===== config.mk =====
export PLATFORM = sky130hd
export DESIGN_NAME = data_cache_dm
export DESIGN_NICKNAME = d
export VERILOG_FILES = /design/src/rtl/data_cache_dm.sv
export SDC_FILE = /design/constraint.sdc
export NUM_CORES = 2
export LEC_CHECK = 0
export ABC_AREA = 1
export BUFFER_PORTS_ARGS = -buffer_cell sky130_fd_sc_hd__buf_2
export CORE_MARGIN = 5
export CORE_UTILIZATION = 33
export CTS_BUF_LIST = sky130_fd_sc_hd__clkbuf_4 sky130_fd_sc_hd__clkbuf_8
export DETAILED_ROUTE_END_ITERATION = 6
export PLACE_DENSITY = 0.48
export REMOVE_ABC_BUFFERS = 1
export SYNTH_ARGS = -nofsm -noshare
export SYNTH_HDL_FRONTEND = slang
export SYNTH_SLANG_ARGS = --single-unit

===== constraint.sdc =====
create_clock -name clk -period 18.62 [get_ports clk]
set_input_delay 0 -clock clk [delete_from_list [all_inputs] [get_ports clk]]
set_output_delay 0 -clock clk [all_outputs]
set_load 0.01 [all_outputs]

===== src/rtl/data_cache_dm.sv =====
// data_cache_dm: direct-mapped, write-back, write-allocate data cache with
// one-word lines. A five-state miss handler serialises victim write-back and
// line fill over a single memory request channel. All outputs are registered.
// Optional hit/miss counters are built when DCACHE_STATS_EN is defined.
module data_cache_dm #(
    parameter int unsigned ADDR_W = 9,
    parameter int unsigned DATA_W = 8,
    parameter int unsigned SETS   = 128,
    parameter int unsigned STAT_W = 16
) (
    input  logic              clk,
    input  logic              reset_n,
    input  logic              req_valid,
    output logic              req_ready,
    input  logic              req_rw,
    input  logic [ADDR_W-1:0] req_addr,
    input  logic [DATA_W-1:0] req_wdata,
    output logic              rsp_valid,
    output logic [DATA_W-1:0] rsp_rdata,
    output logic              rsp_hit,
    output logic              mem_req_valid,
    input  logic              mem_req_ready,
    output logic              mem_req_rw,
    output logic [ADDR_W-1:0] mem_req_addr,
    output logic [DATA_W-1:0] mem_req_wdata,
    input  logic              mem_rsp_valid,
    input  logic [DATA_W-1:0] mem_rsp_rdata
`ifdef DCACHE_STATS_EN
    ,
    output logic [STAT_W-1:0] hit_count,
    output logic [STAT_W-1:0] miss_count
`endif
);

    localparam int unsigned IDX_W = $clog2(SETS);
    localparam int unsigned TAG_W = ADDR_W - IDX_W;

    if (SETS < 2 || (SETS & (SETS - 1)) != 0 || SETS >= (1 << ADDR_W) || STAT_W < 1) begin : g_bad_params
        $error("data_cache_dm: SETS must be a power of two in [2, 2**ADDR_W) and STAT_W >= 1");
    end

    typedef enum logic [2:0] {
        IDLE,
        LOOKUP,
        WRITEBACK,
        FILL_REQ,
        FILL_WAIT
    } state_t;

    state_t            state_q;
    logic              rw_q;
    logic [ADDR_W-1:0] addr_q;
    logic [DATA_W-1:0] wdata_q;

    // Line state: valid/dirty are reset, data/tag are not.
    logic [SETS-1:0]   valid_q;
    logic [SETS-1:0]   dirty_q;
    logic [DATA_W-1:0] data_q [SETS];
    logic [TAG_W-1:0]  tag_q  [SETS];

    logic              req_ready_q;
    logic              rsp_valid_q;
    logic [DATA_W-1:0] rsp_rdata_q;
    logic              rsp_hit_q;
    logic              mem_req_valid_q;
    logic              mem_req_rw_q;
    logic [ADDR_W-1:0] mem_req_addr_q;
    logic [DATA_W-1:0] mem_req_wdata_q;

    logic [IDX_W-1:0]  idx;
    logic [TAG_W-1:0]  req_tag;
    logic [DATA_W-1:0] line_data;
    logic [TAG_W-1:0]  line_tag;
    logic              line_hit;
    logic              victim_dirty;
    logic              line_we;
    logic [DATA_W-1:0] line_wdata_d;

    assign idx          = addr_q[IDX_W-1:0];
    assign req_tag      = addr_q[ADDR_W-1:IDX_W];
    assign line_data    = data_q[idx];
    assign line_tag     = tag_q[idx];
    assign line_hit     = valid_q[idx] && (line_tag == req_tag);
    assign victim_dirty = valid_q[idx] && dirty_q[idx];

    // Data/tag write port: write hit, write install (direct or after write-back), fill.
    always_comb begin
        line_we      = 1'b0;
        line_wdata_d = wdata_q;
        unique case (state_q)
            LOOKUP:    line_we = rw_q && (line_hit || !victim_dirty);
            WRITEBACK: line_we = rw_q && mem_req_ready;
            FILL_WAIT: begin
                line_we      = mem_rsp_valid;
                line_wdata_d = mem_rsp_rdata;
            end
            default:   line_we = 1'b0;
        endcase
    end

    // Data and tag arrays carry no reset; validity is tracked separately.
    always_ff @(posedge clk) begin
        if (line_we) begin
            data_q[idx] <= line_wdata_d;
            tag_q[idx]  <= req_tag;
        end
    end

    // Miss-handling FSM with registered core and memory outputs and line flags.
    always_ff @(posedge clk or negedge reset_n) begin
        if (!reset_n) begin
            state_q         <= IDLE;
            rw_q            <= 1'b0;
            addr_q          <= '0;
            wdata_q         <= '0;
            valid_q         <= '0;
            dirty_q         <= '0;
            req_ready_q     <= 1'b0;
            rsp_valid_q     <= 1'b0;
            rsp_rdata_q     <= '0;
            rsp_hit_q       <= 1'b0;
            mem_req_valid_q <= 1'b0;
            mem_req_rw_q    <= 1'b0;
            mem_req_addr_q  <= '0;
            mem_req_wdata_q <= '0;
        end else begin
            rsp_valid_q <= 1'b0;
            case (state_q)
                IDLE: begin
                    if (req_valid && req_ready_q) begin
                        rw_q        <= req_rw;
                        addr_q      <= req_addr;
                        wdata_q     <= req_wdata;
                        req_ready_q <= 1'b0;
                        state_q     <= LOOKUP;
                    end else begin
                        req_ready_q <= 1'b1;
                    end
                end
                LOOKUP: begin
                    if (line_hit) begin
                        if (rw_q) dirty_q[idx] <= 1'b1;
                        rsp_valid_q <= 1'b1;
                        rsp_rdata_q <= rw_q ? wdata_q : line_data;
                        rsp_hit_q   <= 1'b1;
                        req_ready_q <= 1'b1;
                        state_q     <= IDLE;
                    end else if (victim_dirty) begin
                        mem_req_valid_q <= 1'b1;
                        mem_req_rw_q    <= 1'b1;
                        mem_req_addr_q  <= {line_tag, idx};
                        mem_req_wdata_q <= line_data;
                        state_q         <= WRITEBACK;
                    end else if (rw_q) begin
                        valid_q[idx] <= 1'b1;
                        dirty_q[idx] <= 1'b1;
                        rsp_valid_q  <= 1'b1;
                        rsp_rdata_q  <= wdata_q;
                        rsp_hit_q    <= 1'b0;
                        req_ready_q  <= 1'b1;
                        state_q      <= IDLE;
                    end else begin
                        mem_req_valid_q <= 1'b1;
                        mem_req_rw_q    <= 1'b0;
                        mem_req_addr_q  <= addr_q;
                        state_q         <= FILL_REQ;
                    end
                end
                WRITEBACK: begin
                    if (mem_req_ready) begin
                        if (rw_q) begin
                            // Write-back done; the write installs and the line is dirty again.
                            valid_q[idx]    <= 1'b1;
                            dirty_q[idx]    <= 1'b1;
                            mem_req_valid_q <= 1'b0;
                            rsp_valid_q     <= 1'b1;
                            rsp_rdata_q     <= wdata_q;
                            rsp_hit_q       <= 1'b0;
                            req_ready_q     <= 1'b1;
                            state_q         <= IDLE;
                        end else begin
                            dirty_q[idx]    <= 1'b0;
                            mem_req_rw_q    <= 1'b0;
                            mem_req_addr_q  <= addr_q;
                            state_q         <= FILL_REQ;
                        end
                    end
                end
                FILL_REQ: begin
                    if (mem_req_ready) begin
                        mem_req_valid_q <= 1'b0;
                        state_q         <= FILL_WAIT;
                    end
                end
                FILL_WAIT: begin
                    if (mem_rsp_valid) begin
                        valid_q[idx] <= 1'b1;
                        dirty_q[idx] <= 1'b0;
                        rsp_valid_q  <= 1'b1;
                        rsp_rdata_q  <= mem_rsp_rdata;
                        rsp_hit_q    <= 1'b0;
                        req_ready_q  <= 1'b1;
                        state_q      <= IDLE;
                    end
                end
                default: state_q <= IDLE;
            endcase
        end
    end

    assign req_ready     = req_ready_q;
    assign rsp_valid     = rsp_valid_q;
    assign rsp_rdata     = rsp_rdata_q;
    assign rsp_hit       = rsp_hit_q;
    assign mem_req_valid = mem_req_valid_q;
    assign mem_req_rw    = mem_req_rw_q;
    assign mem_req_addr  = mem_req_addr_q;
    assign mem_req_wdata = mem_req_wdata_q;

`ifdef DCACHE_STATS_EN
    logic [STAT_W-1:0] hit_cnt_q;
    logic [STAT_W-1:0] miss_cnt_q;

    // Saturating hit/miss counters, one step per presented response.
    always_ff @(posedge clk or negedge reset_n) begin
        if (!reset_n) begin
            hit_cnt_q  <= '0;
            miss_cnt_q <= '0;
        end else if (rsp_valid_q) begin
            if (rsp_hit_q) begin
                if (hit_cnt_q != '1) hit_cnt_q <= hit_cnt_q + STAT_W'(1);
            end else begin
                if (miss_cnt_q != '1) miss_cnt_q <= miss_cnt_q + STAT_W'(1);
            end
        end
    end

    assign hit_count  = hit_cnt_q;
    assign miss_count = miss_cnt_q;
`endif

endmodule


After elaboration in Yosys (flattened, before gate mapping)
Memories as Yosys holds them, arrays and structs flattened.
Index checks and enable logic that the tools add are counted.

word-level totals
  register bits = 307
  bits in latches = 0
  memory bits (writable) = 1280
  bits in read-only memories = 0
  input port bits = 31
  output and inout bits = 30
  logic and storage cells = 132
  memories = 2

memory list
  name    words  width  read ports  clocked after memory_dff  wr ports  RTL line  RTL
  data_q  128    8      1           0                         1         58        logic [DATA_W-1:0] data_q [SETS];
  tag_q   128    2      1           0                         1         59        logic [TAG_W-1:0] tag_q [SETS];

cells by class
  $add $sub $neg = 0
  multiply operators = 0
  div/mod/pow operators = 0
  $lt $le $gt $ge = 2
  equal/unequal tests = 14
  shift-type cells = 0
  multiplexer cells = 74
  bitwise gates (word level) = 5
  reduce and logical (&&, ||, !) cells = 21

operators with widths
  cell                                                                           count
  128-bit two-way mux                                                            11
  128-bit one-hot mux with 3 select lines                                        2
  128-bit OR                                                                     2
  128-bit bitwise AND                                                            1
  128-bit inverter                                                               1
  8-bit two-way mux                                                              7
  9-bit two-way mux                                                              4
  1-bit two-way mux                                                              31
  8-bit one-hot mux with 3 select lines                                          1
  9-bit one-hot mux with 2 select lines                                          1
  3-bit one-hot mux with 5 select lines                                          1
  1-bit binary-select mux with 7-bit select                                      2
  2-bit inequality test (second input constant)                                  7
  3-bit two-way mux                                                              4
  1-bit one-hot mux with 3 select lines                                          4
  4-bit AND reduction                                                            3
  7-bit by 8-bit less-than comparator with 1-bit output (second input constant)  1
  1-bit demux with 7-bit select                                                  1
  7-bit by 1-bit >= comparator with 1-bit output (second input constant)         1
  3-bit by 2-bit equality test with 1-bit output (second input constant)         2
  1-bit logical AND                                                              6
  2-bit two-way mux                                                              3
  3-bit inequality test (second input constant)                                  2
  3-bit AND reduction                                                            2
  15 further kinds                                                               16

Longest topological paths before layout
  depth after elaboration = 9
  mapped depth = 26
  mapped depth without buffers = 21

Worst setup path after synthesis
No wires, ideal clock.

  kind = register to register
  start = reg state_q[0]
  end = mem data_q[0][0], data pin
  setup time = 1.198 ns
  data arrival time = 6.128 ns
  data required time = 17.422 ns
  setup slack = 11.294 ns
  stages on the path, launching flop included = 7
  path buffers = 1
  period minus slack after synthesis = 7.326 ns
  cells stage by stage = dfrtp_1 > nor2_1 > inv_1 > nor2_1 > clkinv_1 > clkbuf_1 > o21ai_0

between the ends
  cells in the longest elaborated chain, start to end = 2

ends and longest elaborated chain
  item                    RTL line  RTL
  from (decl)             50        state_t state_q;
  from (signal assigned)  112       state_q <= IDLE;
  from (signal assigned)  135       state_q <= LOOKUP;
  from (signal assigned)  147       state_q <= IDLE;
  3-bit equality test     90        unique case (state_q)
  8-bit two-way mux       90
  via line_wdata_d[0]     77        logic [DATA_W-1:0] line_wdata_d;
  to (decl)               58

The timed path passes the listed nets, and every way through them passes these cells.

Final worst setup path
  start = reg addr_q[0]
  end = mem tag_q[58][0] (netlist bit) (enable)

between the ends
  cells in the longest elaborated chain, start to end = 9
  elaborated cells on any way between the ends = 14
  classes of those cells = eq/ne: 1; mux: 7; reduce/logical: 5; memory: 1

ends and longest elaborated chain
  item                                                             RTL line  RTL
  from (decl)                                                      52        logic [ADDR_W-1:0] addr_q;
  from (signal assigned)                                           132       addr_q <= req_addr;
  branches (longest 9 deep; another with memory read 128 x 2 bit)  --
  to (decl)                                                        59

Several ways; the timed one is not identified. The select of a mux whose other input is x is not followed.

==> reports/qor.yml <==
outcome: "finished, final reports clean"
top_layer_used: "met5"
synthFlopType: "edfxtp_1"
grt_pass1_wl_mm: 368
crit_fanout: 166
routed_wirelength_mm: 257
grt_pass1_vias: 50700
hpwl_mm: 152
final_area_um2: 78700
p_per_area_nw_per_um2: 169
ys_seq_area_frac: 0.666
fp.coreArea_um2: 209000
tightestPinTransition_ns: 1.22
cp.arrival_ns: 8.84
yosys.area.top_type_share: 0.555
rsz0062_at_grt: "false"
cap_violations: 0
routed-wl-met2_mm: 116
grtUsageTotal: 0.230
drv_slew: 0
die_y_um: 468
met3_length_mm: 20.7
cp_slowest_cell: "a21oi_1"
via_per_inst: 5.13
place_area_um2: 72500
antenna_found_initial: 13
tns_ns: 0
ctsRootBufferMaster: "clkbuf_8"
fin_nets: 7214
postSynthAreaPerCell_um2: 9.84
synth_edf_count: 1280
hold_path_class: "input port to flip-flop"
yosys.area.top_type: "edfxtp_1"
endpoint_kind: "flip-flop"
synth_area_leaders: "edfxtp_1, nand2_1, dfrtp_1, a21oi_1, o21ai_0"
p_total_mw: 13.3
insertion_delay_ns: 1.02
synth_warnings: 0
syn_to_final_growth_pct: 13.6
crit_path_start_kind: "flip-flop"
gp_congestion: 0.891
drcViolationCount: 0
mostFrequentLayoutCells: "nand2_1, edfxtp_1, a21oi_1, o21ai_0, clkbuf_8"
timing.fmax_ghz: 0.122
die_area_um2: 219000
num_vias: 52300
path_clk_slew_ns: 0.06
relSlewSlack: 0.188
max-vdd-ir-drop_v: 0.000151
rows: 168
numCtsBuffers: 290
route.detailed.wl_per_inst_um: 25.2
period_minus_slack_ns: 8.22
finalSetupViolCount: 0
final_layout_size_suffix_gt1_frac: 0.0943
cts_buffer_depth: 4
post-cts-setup-buffers: 0
grt_max_degree: 167
synth.cell_area_um2: 69200
path_class: "flip-flop to flip-flop"
htree_levels: 5
overflow: 0
start_util: 0.331
die_x_um: 468
nFillCells: 21000
drtIter0Drc: 5457
mostFrequentLayoutCell: "nand2_1"
fin_crit_sh: 0.442
first_pass_iters: 6
cpPeakStageDelay_ns: 0.91
p_leak_nw: 32.0
yosysUniqueCellTypes: 40
synth-async-reset-ratio: 0.193
port_buffers: 60
crit_required_ns: 19.23
ant_nets: 0
boundaryPins: 61
wl_met1_mm: 110
crit_chain: "buf_4 > buf_12 > buf_12 > nor2_4 > buf_4 > buf_4 > a21oi_1 > nand3_1 > nand2_1 > nand2_1 > nor2_1 > nand2_1 > nor2_1 > nand2_1 > nand2_1 > nor2_1 > nand2_1 > nand3_4 > buf_4 > buf_4 > a21oi_1"
ys_seq_elements: 1587
fin_skew_ns: 0.102
hold_ws_ns: 0.114
clock_sinks: 1587
cpMostUsedCell: "nand2_1"
tritoncts: "yes"
hold_violations: 0
synthCells: 7036
[timing repair]
item	in CTS	in global routing
resized for setup	0	0
hold buffers	64	0
hold endpoints to repair	879	0
[final timing paths]
path / slack, ns / end / startpoint / cells past startpoint
setup reg to reg: 10.40 / tag_q[58][0] / addr_q[0] / 21
min in group asynchronous: 0.27 / dirty_q[92] / reset_n / 4
hold reg to reg: 0.45 / valid_q[2] / valid_q[2] / 2
hold / removal: 0.11 / rsp_rdata[4] / mem_rsp_rdata[4] / 8
setup / recovery: 10.40 / tag_q[58][0] / addr_q[0] / 21
max in group asynchronous: 16.97 / valid_q[54] / reset_n / 5
[kinds of logic (layout without fill, tap and decap cells)]
| logic type | Yosys count | in the layout | synth area share |
|---|---|---|---|
| multiplexers | 9 | 9 | 0.00146 |
| buffers and inverters | 709 | 1057 | 0.0449 |
| AO/OA/AOI/OAI | 903 | 903 | 0.0698 |
| AND/OR/NAND/NOR | 3828 | 3828 | 0.218 |
| other | 0 | 3 | 0 |
| flip-flops | 1587 | 1587 | 0.666 |
[critical path: cells and delay by family (launching register included)]
family / cells / cell delay, ns
AOI/OAI and AO/OA: 2 / 1.12
and+or+nand+nor: 12 / 1.87
buffers and inverters: 7 / 3.64
DFF: 1 / 0.72
[synthesized netlist by cell type, types with 5 or more instances]
library cell	number
o21ai_0	335
a21boi_0	9
nand4_1	160
nor2_2	9
edfxtp_1	1280
a31oi_1	5
nand3_1	120
nand3b_1	12
buf_2	123
o21bai_1	78
buf_6	24
o21ai_1	74
clkbuf_1	159
nor2_1	214
a21oi_1	364
nand2_1	3288
nand2_2	5
a22oi_1	25
buf_1	72
inv_1	293
buf_4	29
dfrtp_1	307
o22ai_1	8
nor2_4	5
mux2_2	9
[where the power goes]
| group | switching [mW] | leakage (nW) | total (mW) | internal, mW |
|---|---|---|---|---|
| clock network | 1.46 | 2.91 | 3.25 | 1.79 |
| logic | 4.20 | 13.8 | 5.24 | 1.04 |
| registers | 0.234 | 15.3 | 4.80 | 4.57 |
| total | 5.90 | 32.0 | 13.3 | 7.39 |
[layer usage]
layer / GRT usage / up-vias
met2: 0.359 / 2272
met1: 0.317 / 25800
met5: 0 / -
met3: 0.0475 / 480
li1: - / 23700
met4: 0.0821 / 2
[state kept, by name, indices dropped and copies added (netlist names)]
| register | flops |
|---|---|
| mem_req_addr | 9 |
| addr_q | 9 |
| mem_req_rw | 1 |
| req_ready | 1 |
| mem_req_wdata | 8 |
| data_q | 1024 |
| valid_q | 128 |
| rsp_rdata | 8 |
| wdata_q | 8 |
| dirty_q | 128 |
| rsp_valid | 1 |
| rsp_hit | 1 |
| tag_q | 256 |
| rw_q | 1 |
| mem_req_valid | 1 |
| state_q | 3 |
[stage by stage]
step / util / std cells / worst slack (ns)
2_1_floorplan: - / 6629 / -5.68
3_3_place_gp: 0.347 / 9632 / 10.86
3_5_place_dp: 0.347 / 9632 / 10.74
4_1_cts: 0.376 / 10200 / 10.68
5_1_grt: 0.376 / 10200 / 10.09
6_report: 0.376 / 10200 / 10.40
[area by class of cell]
cell class                      count  area, um^2  area share
Sequential cell                  1587       46100       0.587
Multi-Input combinational cell   4740       20200       0.257
Clock buffer                      403        4980      0.0634
Tap cell                         2805        3510      0.0446
Timing Repair Buffer              262        2130      0.0271
Inverter                          302        1160      0.0148
Clock inverter                     90         505     0.00643
Antenna cell                        3        7.51   0.0000954
(Power assumes the default switching activity.)
